File: src/rtl/mfp_ahb_eic.sv
// External Interrupt Controller for the m14k EIC mode, configured over AHB-Lite.
// Optional macro MFP_EIC_IRQ_SYNC_EN adds a 2-flop synchroniser ahead of IRQ sampling.
module mfp_ahb_eic #(
    parameter int          IRQ_CNT  = 32,
    parameter logic [3:0]  EIC_EISS = 4'h0
) (
    input  logic               SI_ClkIn,
    input  logic               SI_Reset,
    input  logic               HSEL,
    input  logic [31:0]        HADDR,
    input  logic [1:0]         HTRANS,
    input  logic               HWRITE,
    input  logic [31:0]        HWDATA,
    input  logic               HREADY,
    output logic [31:0]        HRDATA,
    output logic               HREADYOUT,
    output logic               HRESP,
    input  logic [IRQ_CNT-1:0] IRQ,
    input  logic               SI_IAck,
    input  logic [5:0]         SI_IVN,
    output logic               EIC_Present,
    output logic [7:0]         EIC_RIPL,
    output logic [5:0]         EIC_Vector,
    output logic [3:0]         EIC_EISS_o,
    output logic [16:0]        EIC_Offset
);

    localparam logic [2:0] A_EICR   = 3'd0;
    localparam logic [2:0] A_EIMSK  = 3'd1;
    localparam logic [2:0] A_EISMSK = 3'd2;
    localparam logic [2:0] A_EIFR   = 3'd3;
    localparam logic [2:0] A_EIFRC  = 3'd4;
    localparam logic [2:0] A_EIRAW  = 3'd5;

    logic [IRQ_CNT-1:0] irq_in;
    logic [IRQ_CNT-1:0] irq_s, irq_d;
    logic [IRQ_CNT-1:0] eimsk, eismsk, pending, pending_nx;
    logic [IRQ_CNT-1:0] clr, ack_clr, active;
    logic               eicr;
    logic [2:0]         addr_q;
    logic               wr_q;
    logic               we;
    logic               win_found;
    logic [5:0]         win_idx;
    logic               unused_ok;

    assign unused_ok = ^{HADDR[31:5], HADDR[1:0], HTRANS[0], HWDATA};

`ifdef MFP_EIC_IRQ_SYNC_EN
    logic [IRQ_CNT-1:0] sync1, sync2;

    always_ff @(posedge SI_ClkIn) begin
        if (SI_Reset) begin
            sync1 <= '0;
            sync2 <= '0;
        end else begin
            sync1 <= IRQ;
            sync2 <= sync1;
        end
    end

    assign irq_in = sync2;
`else
    assign irq_in = IRQ;
`endif

    assign HREADYOUT   = 1'b1;
    assign HRESP       = 1'b0;
    assign EIC_Present = 1'b1;
    assign EIC_EISS_o  = EIC_EISS;

    // Zero-wait slave: the registered write always completes on the following edge.
    always_ff @(posedge SI_ClkIn) begin
        if (SI_Reset) begin
            addr_q <= '0;
            wr_q   <= 1'b0;
        end else if (HSEL && HTRANS[1] && HREADY) begin
            addr_q <= HADDR[4:2];
            wr_q   <= HWRITE;
        end else begin
            wr_q   <= 1'b0;
        end
    end

    assign we = wr_q;

    always_comb begin
        ack_clr = '0;
        for (int unsigned i = 0; i < IRQ_CNT; i++) begin
            if (SI_IAck && (SI_IVN == 6'(i)))
                ack_clr[i] = 1'b1;
        end
        clr = ack_clr;
        if (we && (addr_q == A_EIFRC))
            clr = clr | HWDATA[IRQ_CNT-1:0];
        // Edge channels: set dominates clear; level channels track the sampled line.
        pending_nx = (eismsk & ((irq_s & ~irq_d) | (pending & ~clr)))
                   | (~eismsk & irq_s);
    end

    always_ff @(posedge SI_ClkIn) begin
        if (SI_Reset) begin
            irq_s   <= '0;
            irq_d   <= '0;
            pending <= '0;
            eicr    <= 1'b0;
            eimsk   <= '0;
            eismsk  <= '0;
        end else begin
            irq_s   <= irq_in;
            irq_d   <= irq_s;
            pending <= pending_nx;
            if (we && (addr_q == A_EICR))   eicr   <= HWDATA[0];
            if (we && (addr_q == A_EIMSK))  eimsk  <= HWDATA[IRQ_CNT-1:0];
            if (we && (addr_q == A_EISMSK)) eismsk <= HWDATA[IRQ_CNT-1:0];
        end
    end

    assign active = pending & eimsk & {IRQ_CNT{eicr}};

    always_comb begin
        win_found = 1'b0;
        win_idx   = '0;
        for (int unsigned i = 0; i < IRQ_CNT; i++) begin
            if (active[i]) begin
                win_found = 1'b1;
                win_idx   = 6'(i);
            end
        end
    end

    always_ff @(posedge SI_ClkIn) begin
        if (SI_Reset) begin
            EIC_RIPL   <= '0;
            EIC_Vector <= '0;
            EIC_Offset <= '0;
        end else if (win_found) begin
            EIC_RIPL   <= 8'(win_idx) + 8'd1;
            EIC_Vector <= win_idx;
            EIC_Offset <= 17'h100 + (17'(win_idx) << 5);
        end else begin
            EIC_RIPL   <= '0;
            EIC_Vector <= '0;
            EIC_Offset <= '0;
        end
    end

    function automatic logic [31:0] pad(input logic [IRQ_CNT-1:0] v);
        logic [31:0] r;
        r = '0;
        r[IRQ_CNT-1:0] = v;
        return r;
    endfunction

    always_comb begin
        HRDATA = '0;
        case (addr_q)
            A_EICR:   HRDATA[0] = eicr;
            A_EIMSK:  HRDATA = pad(eimsk);
            A_EISMSK: HRDATA = pad(eismsk);
            A_EIFR:   HRDATA = pad(pending);
            A_EIRAW:  HRDATA = pad(irq_s);
            default:  HRDATA = '0;
        endcase
    end

endmodule
File: config.mk
export PLATFORM = sky130hd
export DESIGN_NAME = mfp_ahb_eic
export DESIGN_NICKNAME = d
export VERILOG_FILES = /design/src/rtl/mfp_ahb_eic.sv
export SDC_FILE = /design/constraint.sdc
export NUM_CORES = 1
export LEC_CHECK = 0
export CAP_MARGIN = 20
export CORE_MARGIN = 5
export CORE_UTILIZATION = 55
export CTS_CLUSTER_SIZE = 24
export DETAILED_ROUTE_END_ITERATION = 6
export DONT_BUFFER_PORTS = 1
export PLACE_DENSITY = 0.7
export SYNTH_ARGS = -nofsm -noshare
export SYNTH_HDL_FRONTEND = slang
export SYNTH_SLANG_ARGS = --single-unit
File: constraint.sdc
create_clock -name SI_ClkIn -period 2.7 [get_ports SI_ClkIn]
set_clock_uncertainty 0.2 [all_clocks]
set_input_delay 0.54 -clock SI_ClkIn [delete_from_list [all_inputs] [get_ports SI_ClkIn]]
set_output_delay 0.54 -clock SI_ClkIn [all_outputs]
set_load 0.1 [all_outputs]
==> impl_metrics.tcl <==
set metrics [dict create \
    synth-main-ff-cell "dfxtp_1" \
    placed_area_mm2 0.00868 \
    clock-sinks 179 \
    cp_max_fo 19 \
    num_antenna_cells 0 \
    grt_max_degree 106 \
    worstSkewPairLatency_ns 0.43 \
    period_share_pct 100 \
    combPwrFrac_pct 5.5 \
    place_inst 1102 \
    grtUsageMet1_pct 35.7 \
    crit_slowest_cell "a221o_2" \
    violations "setup timing" \
    crit_family "compound AO/OA/AOI/OAI gates" \
    tightest_slew_ns 0.664 \
    cts.reportedPaths.clkPinSlew_ns 0.07 \
    grt_overflow 0 \
    place_ws_ns 0.245 \
    start_util_pct 55.9 \
    maxSlewViolCount 0 \
    yosysUniqueCellTypes 59 \
    port_buffers 0 \
    fin_crit_ns 2.71 \
    synth_top_area_cell "dfxtp_1" \
    numCtsBuffers 17 \
    critPathRequiredTime_ns 1.96 \
    p_int_uw 4440 \
    syn_inst 906 \
    yosysMostFrequentCell "nand2_1" \
    p_per_area_mw_per_mm2 608 \
    cts_setup_buffers 0 \
    synth_edf_count 0 \
    die_area_mm2 0.0165 \
    antenna_found_initial 0 \
    crit_top_cell "buf_12" \
    final_cells 1144 \
    yosysWarnings 0 \
    hold_class "in2reg" \
    cp-start-kind "flip-flop" \
    cap_violations 0 \
    synthDominantCellAreaShare_pct 46.4 \
    tritoncts "built" \
    worstPathBufferInverterCount 3 \
    yosysSeqAreaShare_pct 46.4 \
    p_switching_uw 1340 \
    layout-drive-gt1-share_pct 17.3 \
    rsz0062_at_grt "yes" \
    remaining_drc_errors 0 \
    p_clk_share_pct 47.0 \
    path_class "reg2out" \
    antenna_left 0 \
    track_usage_pct 29.3 \
    gp_congestion 0.900 \
    critPathCaptureType "primary output" \
    path_cells "buf_6 -> and3_4 -> buf_12 -> a22o_1 -> a221o_2 -> buf_12" \
    dr.pass1.iters 6 \
    worstPathArrival_ns 1.97 \
    grt.busiest_layer "met2" \
    drtIter0Drc 857 \
    synthTopCellsByCount "265 x nand2_1, 179 x dfxtp_1, 73 x nor2b_1" \
    slowest_delay_ns 0.35 \
    leakage_uw 0.00346 \
    ios 180 \
    clock.fmax_mhz 370 \
    num_vias 7118 \
    ctsLongestPathBuffers 2 \
    grt_pass1_wl_um 37800 \
    rows 43 \
    finalNetCount 1063 \
    core-area_mm2 0.0138 \
    ir_worst_vdd_mv 0.484 \
    hpwl_um 15700 \
    fin_ws_ns -0.00560 \
    avgRoutedWirePerCell_um 21.4 \
    grtUsageMet2_pct 48.3 \
    syn_area_per_cell_um2 8.53 \
    die_w_um 129 \
    finalHoldViolations 0 \
    synth_area_mm2 0.00772 \
    outcome "finished with violations" \
    cts_max_level 4 \
    area_growth_pct 23.2 \
    root_buffer "clkbuf_16" \
    switching_share_pct 23.2 \
    die_h_um 129 \
    wl_um 24500 \
    maxSlewHeadroom_pct 55.0 \
    finalSetupTns_ns -0.00560 \
    final_area_mm2 0.00951 \
    synth_area_leaders "dfxtp_1 46%, nand2_1 13%, a22o_1 7.9%" \
    use_met3_pct 8.34 \
    viasPerCell 6.22 \
    setup-violations-final 1 \
    seqPwrFrac_pct 47.6 \
    postSynthRegisterBits 179 \
    async_flop_share_pct 0 \
    first_global_vias 7134 \
]
cell usage in the layout, fill, tap and decap left out, drive strengths merged, types with 9 or more instances in the layout:
| cell type | Yosys | routed |
|---|---|---|
| a211oi | 25 | 25 |
| a21oi | 73 | 73 |
| a221o | 31 | 31 |
| a22o | 70 | 70 |
| and2 | 11 | 11 |
| buf | 36 | 81 |
| clkbuf | 46 | 22 |
| conb | 2 | 21 |
| dfxtp | 179 | 179 |
| nand2 | 265 | 265 |
| nand3 | 9 | 9 |
| nor2 | 13 | 13 |
| nor2b | 73 | 73 |
cells by family after synthesis:
logic type | share of synthesized area, %
AO/OA/AOI/OAI | 23.7
XOR/XNOR | 0.227
adder cells (fa/ha/maj) | 0.324
buffers and inverters | 5.49
flip-flops | 46.4
multiplexers | 0.842
other | 0.0972
AND/OR/NAND/NOR | 23.0
registers in the layout (all words and copies together) (netlist names):
name / flops
EIC_Offset: 3
EIC_RIPL: 6
EIC_Vector: 5
addr_q: 3
eicr: 1
eimsk: 32
eismsk: 32
irq_d: 32
irq_s: 32
pending: 32
we: 1
power groups by stage:
stage	Clock, µW	Sequential, µW	Combinational, µW
finish	2720	2750	317
global route	2860	2760	331
CTS	2730	2750	309
detailed placement	0	2810	262
global placement	0	2810	258
floorplan	0	2790	282
layer usage:
layer | routed length, µm | up-vias
met1 | 9350 | 3341
met2 | 11700 | 470
met4 | 763 | 0
met5 | 0 | -
met3 | 2650 | 88
li1 | - | 3219
worst reg2reg max path, stage by stage, from the launching register on:
cell and delay, ns:
dfxtp_1 0.42, a32oi_1 0.16, o21ai_0 0.35, o211ai_1 0.25
a22oi_1 0.39, ha_1 0.26, nand3b_1 0.12, xnor2_1 0.17
and2_1 0.17
area by class of cell:
type,count,area (µm²)
Multi-Input combinational cell,661,3880
Clock inverter,10,170
Clock buffer,22,484
Timing Repair Buffer,89,1160
Tap cell,180,225
Fill cell,1086,4310
Sequential cell,179,3590
Inverter,3,11.3
metrics by stage:
step                      utilization (%)  hold WS [ns]  total power, µW
after floorplan                         -         0.248             3080
after global placement               62.8         0.255             3060
after detailed placement             62.8         0.264             3070
after CTS                            68.5       0.00209             5790
after global routing                 68.8        0.0252             5950
final                                68.8        0.0326             5790
final timing paths:
kind                   start     endpoint  slack [ns]  cells past startpoint
setup / recovery   addr_q[1]   HRDATA[11]      -0.006                      6
hold / removal       IRQ[17]    irq_s[17]        0.03                      1
setup reg to reg  pending[1]  EIC_RIPL[4]        0.10                      8
hold reg to reg    irq_d[21]  pending[21]        0.28                      2
what timing repair did:
action,in CTS,in global routing
gates resized for setup,11,3
hold endpoints to repair,110,1
hold buffers,8,1
cloned,0,0
pin swaps,0,0
setup endpoints to repair,31,32
No activity file was read; power rests on OpenSTA's default activity.
